[config.mk]
export PLATFORM = sky130hd
export DESIGN_NAME = ram_seq_writer
export DESIGN_NICKNAME = d
export VERILOG_FILES = /design/src/rtl/ram_seq_writer.sv
export SDC_FILE = /design/constraint.sdc
export NUM_CORES = 1
export LEC_CHECK = 0
export ABC_AREA = 0
export BUFFER_PORTS_ARGS = -buffer_cell sky130_fd_sc_hd__buf_2
export CAP_MARGIN = 0
export CORE_UTILIZATION = 48
export CTS_CLUSTER_DIAMETER = 80
export CTS_CLUSTER_SIZE = 10
export DETAILED_ROUTE_END_ITERATION = 10
export PLACE_DENSITY = 0.77
export SLEW_MARGIN = 0
export SYNTH_ARGS = -nofsm -noshare
export SYNTH_HDL_FRONTEND = slang
export SYNTH_SLANG_ARGS = --single-unit
[constraint.sdc]
create_clock -name clk -period 1.9 [get_ports clk]
set_clock_uncertainty 0.05 [all_clocks]
set_input_delay 0.095 -clock clk [delete_from_list [all_inputs] [get_ports clk]]
set_output_delay 0.095 -clock clk [all_outputs]
set_load 0.01 [all_outputs]
[src/rtl/ram_seq_writer.sv]
// Streams handshaked words into consecutive RAM addresses starting at a latched base.
// The write port is registered with one cycle of latency after each accepted beat.
module ram_seq_writer #(
  parameter int unsigned ADDR_WIDTH = 2,
  parameter int unsigned DATA_WIDTH = 4
) (
  input  logic                  clk,
  input  logic                  rst,
  input  logic                  start,
  input  logic [ADDR_WIDTH-1:0] base_addr,
  input  logic [ADDR_WIDTH:0]   length,
  input  logic                  abort,
  input  logic                  in_valid,
  input  logic [DATA_WIDTH-1:0] in_data,
  output logic                  in_ready,
  output logic                  ram_we,
  output logic [ADDR_WIDTH-1:0] ram_addr,
  output logic [DATA_WIDTH-1:0] ram_wdata,
  output logic                  busy,
  output logic                  done,
  output logic [ADDR_WIDTH:0]   count
);

  localparam int unsigned DEPTH = 1 << ADDR_WIDTH;
  localparam int unsigned CW    = ADDR_WIDTH + 1;

  typedef enum logic [1:0] {S_IDLE, S_WRITE, S_DONE} state_t;

  state_t                r_state, w_state_nxt;
  logic [ADDR_WIDTH-1:0] r_base, w_base_nxt;
  logic [CW-1:0]         r_len, w_len_nxt;
  logic [CW-1:0]         r_count, w_count_nxt;
  logic                  r_we, w_we_nxt;
  logic [ADDR_WIDTH-1:0] r_addr, w_addr_nxt;
  logic [DATA_WIDTH-1:0] r_wdata, w_wdata_nxt;
  logic                  r_busy, r_done;
  logic                  w_ready;
  logic [CW-1:0]         w_len_clamped;
  logic [CW-1:0]         w_count_inc;

  assign w_ready       = (r_state == S_WRITE) && !abort;
  assign w_len_clamped = (length > CW'(DEPTH)) ? CW'(DEPTH) : length;
  assign w_count_inc   = r_count + CW'(1);

  // State register and registered write-port outputs
  always_ff @(posedge clk) begin
    if (rst) begin
      r_state <= S_IDLE;
      r_base  <= '0;
      r_len   <= '0;
      r_count <= '0;
      r_we    <= 1'b0;
      r_addr  <= '0;
      r_wdata <= '0;
      r_busy  <= 1'b0;
      r_done  <= 1'b0;
    end else begin
      r_state <= w_state_nxt;
      r_base  <= w_base_nxt;
      r_len   <= w_len_nxt;
      r_count <= w_count_nxt;
      r_we    <= w_we_nxt;
      r_addr  <= w_addr_nxt;
      r_wdata <= w_wdata_nxt;
      r_busy  <= (w_state_nxt != S_IDLE);
      r_done  <= (w_state_nxt == S_DONE);
    end
  end

  // Next-state and next write-port values
  always_comb begin
    w_state_nxt = r_state;
    w_base_nxt  = r_base;
    w_len_nxt   = r_len;
    w_count_nxt = r_count;
    w_we_nxt    = 1'b0;
    w_addr_nxt  = r_addr;
    w_wdata_nxt = r_wdata;
    case (r_state)
      S_IDLE: begin
        if (start && !abort) begin
          w_base_nxt  = base_addr;
          w_len_nxt   = w_len_clamped;
          w_count_nxt = '0;
          w_state_nxt = (w_len_clamped == '0) ? S_DONE : S_WRITE;
        end
      end
      S_WRITE: begin
        if (abort) begin
          w_state_nxt = S_IDLE;
        end else if (in_valid) begin
          w_we_nxt    = 1'b1;
          // Address wraps modulo DEPTH by truncation
          w_addr_nxt  = r_base + r_count[ADDR_WIDTH-1:0];
          w_wdata_nxt = in_data;
          w_count_nxt = w_count_inc;
          if (w_count_inc == r_len) begin
            w_state_nxt = S_DONE;
          end
        end
      end
      S_DONE:  w_state_nxt = S_IDLE;
      default: w_state_nxt = S_IDLE;
    endcase
  end

  assign in_ready  = w_ready;
  assign ram_we    = r_we;
  assign ram_addr  = r_addr;
  assign ram_wdata = r_wdata;
  assign busy      = r_busy;
  assign done      = r_done;
  assign count     = r_count;

endmodule
## Yosys cells after proc, flatten, opt, wreduce, memory -nomap -nowiden

Cells that the tools add are included.

| storage, ports and cells | value |
|---|---|
| register bits after elaboration | 19 |
| bits in writable memories | 0 |
| bits in read-only memories | 0 |
| output and inout bits | 13 |
| bits in latches | 0 |
| memories | 0 |

| cells by class | value |
|---|---|
| reductions and logical operators | 11 |
| add/sub/neg operators | 2 |
| $mul | 0 |
| bitwise logic cells | 2 |
| magnitude comparators | 1 |
| equal/unequal tests | 6 |
| div/mod/pow operators | 0 |
| mux-type cells | 12 |
| shift operators | 0 |

Operator list:

| operator | count |
|---|---|
| $mux 3 | 4 |
| $mux 2 | 5 |
| $ne 2x2->1 const B | 3 |
| $pmux 3 s2 | 1 |
| $pmux 2 s2 | 1 |
| $reduce_and 4->1 | 1 |
| $reduce_bool 2->1 | 2 |
| $add 3x1->3 const B | 1 |
| $eq 3x3->1 | 1 |
| $gt 3x3->1 const B | 1 |
| $logic_not 3->1 | 1 |
| $reduce_and 3->1 | 1 |
| $reduce_or 3->1 | 1 |
| $add 2x2->2 | 1 |
| $eq 2x1->1 const B | 1 |
| $eq 2x2->1 const B | 1 |
| $logic_and 1x1->1 | 2 |
| $logic_not 2->1 | 1 |
| $not 1->1 | 2 |
| $reduce_and 2->1 | 1 |
| $logic_not 1->1 | 1 |
| $mux 1 | 1 |

## Logic depth before layout (Yosys ltp)

| depth | value |
|---|---|
| depth in word-level cells | 7 |
| mapped depth | 5 |

## Least setup slack after synthesis

Ideal clock, no wire load.

| timing path | value |
|---|---|
| path kind | register to register |
| start point | reg r_count[0] (netlist: count[0]) |
| end point | reg r_busy (netlist: busy) |
| buffers on the path | 0 |
| setup slack | 324 ps |
| clock period less this slack | 1576 ps |
| setup time | 58 ps |
| data required time | 1792 ps |
| arrival | 1468 ps |
| cell stages (with the launch flop) | 6 |
| cells stage by stage | dfxtp_1 -> ha_1 -> xor3_1 -> nor4_1 -> o21a_2 -> a211o_1 |

| between the ends | value |
|---|---|
| cells in the longest elaborated chain, start to end | 7 |

Ends and longest elaborated chain:

| what | RTL line | text |
|---|---|---|
| from (decl) | 32 | `logic [CW-1:0] r_count, w_count_nxt;` |
| from (signal assigned) | 61 | `r_count <= w_count_nxt;` |
| $add 3x1->3 | 43 | `assign w_count_inc = r_count + CW'(1);` |
| $eq 3x3->1 | 97 | `if (w_count_inc == r_len) begin` |
| $mux 2 | 97 |  |
| $mux 2 | 91 | `end else if (in_valid) begin` |
| $mux 2 | 89 | `if (abort) begin` |
| $pmux 2 s2 | 79 | `case (r_state)` |
| $reduce_bool 2->1 | 65 | `r_busy <= (w_state_nxt != S_IDLE);` |
| to (signal assigned) | 65 |  |
| to (decl) | 36 | `logic r_busy, r_done;` |

No other way between the ends.
A chain may end at the register's enable or synchronous reset.

## Worst setup path after layout

Same ends and word-level chain as after synthesis.

==> results by group <==
Outcome
  – Outcome: finished with violations
  – Violations in the final reports: DRC

Yosys
  – Post-synthesis register bit count: 19
  – Synth warn: 0
  – Post-synthesis simple-gate area fraction: 27.9%
  – Synth Instances: 93
  – Main combinational cell family by area after synthesis: simple AND/OR/NAND/NOR gates
  – Mux cell area share after synthesis: 0%
  – Syn Nets: 109
  – XOR/XNOR Fraction of Synth Area: 7.13%
  – Post-synthesis compound-gate area fraction: 13.1%
  – Distinct cells, synth: 29
  – Post-synthesis sequential area ratio: 46.1%
  – Synthesized area: 825 um2
  – Adder-cell share of the synthesized area: 3.03%
  – Post-Syn Area per Cell: 8.87 um2

Clock network
  – Clock Latency Late Sink: 300 ps
  – TritonCTS Buffers: 3
  – CTS Sinks: 19
  – Clock transition at path regs: 110 ps
  – CTS tree: done
  – Root Driver: clkbuf_4
  – Postcts setup bufs: 0
  – CTS HTree Levels: 1
  – Clock Path Buffers: 2

Routing
  – Final WL: 1770 um
  – Via count: 765
  – Drt wl/cell: 12.3 um
  – Drc violations: 6
  – DR vias/cell: 5.31
  – 1st-iter DRT viols: 20
  – DR pass1 iterations: 7
  – Routed Antenna Nets: 0

Global route
  – Met1 Use GR: 21.8%
  – Largest net degree at the start of global routing: 18
  – Met2 capacity usage during global routing: 36.7%
  – Initial antenna violation count: 0
  – Vias in the first global route: 674
  – Most crowded layer after global routing: met2
  – Grt met3 use: 3.75%
  – Tot GR Track Use: 20.1%
  – First-pass GRT wire length: 2730 um
  – Global route overflow: 0

Critical path
  – Slowest stage delay, CP: 440 ps
  – Worst path slowest cell: dfxtp_1
  – Worst Setup SP: count[0]
  – Crit path to: busy
  – R2r setup slk: 170 ps
  – Worst Setup Start Kind: flip-flop
  – Crit Path Max Fanout: 6
  – R2r endpoint: busy
  – Worst r2r src: count[0]
  – WP data required: 2110 ps
  – Kind of critical path: reg -> reg
  – Sequence of cells on the critical path: ha_1 -> xor3_1 -> nor4_2 -> o21a_2 -> a211o_1
  – Worst setup EP type: flip-flop
  – R2R depth: 5
  – WP data arrival: 1930 ps

Floorplan
  – I/O pin count: 27
  – Initial Util: 52.9%
  – FP Rows: 14
  – Die width: 43.4 um
  – Die Ht: 43.4 um
  – Die area: 1890 um2
  – Core Region: 1560 um2

Layout
  – Antenna Cells: 0
  – Final cell utilization of the core: 69.2%
  – Most frequent cells in the layout: 26 x buf_2, 22 x nand2_1, 19 x dfxtp_1
  – Fin nets: 145
  – Leading cell type in the layout, fill and taps excluded: buf_2
  – Fill cells: 127
  – Area Growth Syn to Fin: 30.8%
  – Share of cells above drive strength 1: 28.9%

Hold path
  – Worst hold path type: in -> reg

Job
  – Max-cap violations: 0

Pwr
  – Leak: 0.485 nW
  – P per Cell Area: 651 nW/um2
  – Peak VDD IR: 0.421 mV

STA
  – Worst hold slack: 6.91 ps
  – Relative slew slack: 60.3%
  – Fin crit period: 1730 ps
  – Part of the cycle the worst path needs: 90.8%
  – Max Freq: 580 MHz
  – Final setup viols: 0
  – Slew Viols, Final: 0
  – Worst path setup slack after routing: 175 ps
  – RSZ-0062 raised after global routing: false
  – Worst slew pin tran: 595 ps
  – Fin. Hold Viols: 0
  – Setup total negative slack: 0 ps

Place
  – Quantity of I/O buffers inserted on ports: 26
  – Final RePlAce weighted congestion: 0.768
  – Setup WS pre-CTS: 254 ps
  – HPWL Detailed: 1240 um
metrics by stage:
| stage | cell area (um2) | std cells | total power [mW] |
|---|---|---|---|
| 4_1_cts | 1070 | 144 | 0.703 |
| 6_report | 1080 | 144 | 0.702 |
| 2_1_floorplan | 825 | 93 | 0.463 |
| 5_1_grt | 1080 | 144 | 0.729 |
| 3_3_place_gp | 975 | 133 | 0.491 |
| 3_5_place_dp | 975 | 133 | 0.493 |
worst min path at each step:
stage	from	end	slack, ps	depth (start not counted)
4_1_cts	length[0]	r_len[0]	10	3
3_5_place_dp	in_data[0]	ram_wdata[0]	290	3
3_3_place_gp	in_data[1]	ram_wdata[1]	290	3
6_report	length[1]	r_len[1]	7	3
2_1_floorplan	base_addr[0]	r_base[0]	180	2
5_1_grt	length[0]	r_len[0]	10	3
cells in the mapped netlist:
| cell | instances | share of area, % |
|---|---|---|
| nand2_1 | 22 | 10 |
| dfxtp_1 | 19 | 46 |
| a21oi_1 | 14 | 8.5 |
| nor2_1 | 5 | 2.3 |
| buf_2 | 3 | 1.8 |
| nand3b_1 | 3 | 2.7 |
| xnor2_1 | 3 | 3.2 |
| ha_1 | 2 | 3.0 |
| nor3b_1 | 2 | 1.8 |
| a211o_1 | 1 | 1.1 |
| a21o_1 | 1 | 0.91 |
| and3_1 | 1 | 0.76 |
| buf_1 | 1 | 0.45 |
| clkbuf_1 | 1 | 0.45 |
| nand4b_1 | 1 | 1.1 |
| nand4bb_1 | 1 | 1.4 |
| nor2_2 | 1 | 0.76 |
| nor2b_1 | 1 | 0.76 |
| nor3_1 | 1 | 0.61 |
| nor4_1 | 1 | 0.76 |
| nor4b_2 | 1 | 1.8 |
| nor4bb_1 | 1 | 1.2 |
| o21a_1 | 1 | 0.91 |
| o21a_2 | 1 | 1.1 |
| o21ai_0 | 1 | 0.61 |
| or3_1 | 1 | 0.76 |
| or4b_1 | 1 | 1.2 |
| xor2_1 | 1 | 1.1 |
| xor3_1 | 1 | 2.9 |
report_power, final:
group	internal [mW]	total (mW)	switching (mW)	leakage (nW)
Combinational	0.0426	0.0816	0.0389	0.314
Clock	0.0786	0.206	0.127	0.0177
Sequential	0.408	0.415	0.00707	0.154
Total	0.529	0.702	0.173	0.485
metal layers:
| layer | up-vias | wire length, um |
|---|---|---|
| met1 | 349 | 798 |
| met4 | 0 | 36 |
| met3 | 5 | 70 |
| met5 | - | 0 |
| li1 | 391 | - |
| met2 | 20 | 868 |
worst max-delay path: cells and delay by family, from the launching register on:
family	cells	cell delay, ps
adder cells (fa/ha/maj)	1	230
XOR/XNOR	1	280
flip-flops	1	440
AND/OR/NAND/NOR	1	400
AO/OA/AOI/OAI	2	280
flip-flops by register name (all words and copies together), names as in the netlist:
| signal | flops |
|---|---|
| ram_addr | 2 |
| r_base | 2 |
| ram_we | 1 |
| ram_wdata | 4 |
| done | 1 |
| busy | 1 |
| r_len | 3 |
| count | 3 |
| r_state | 2 |
cells by family (layout without fill, tap and decap cells):
logic type / Yosys count / after routing
flops: 19 / 19
compound gates: 19 / 19
xor+xnor: 5 / 5
fa+ha+maj: 2 / 2
buf+inv: 5 / 40
simple gates: 43 / 43
layout make-up:
| type | count | area (um2) | area share, % |
|---|---|---|---|
| Clock buffer | 3 | 22.5 | 2.09 |
| Clock inverter | 1 | 5.00 | 0.464 |
| Multi-Input combinational cell | 69 | 428 | 39.7 |
| Sequential cell | 19 | 380 | 35.3 |
| Tap cell | 16 | 20.0 | 1.86 |
| Timing Repair Buffer | 36 | 223 | 20.6 |
repair_timing:
item | 4_1_cts | 5_1_grt
hold buffers | 7 | 0
endpoints found under the hold margin | 7 | 0
setup endpoints to repair | 0 | 1
gates resized for setup | 0 | 1
Power figures use the tool's default switching activity.
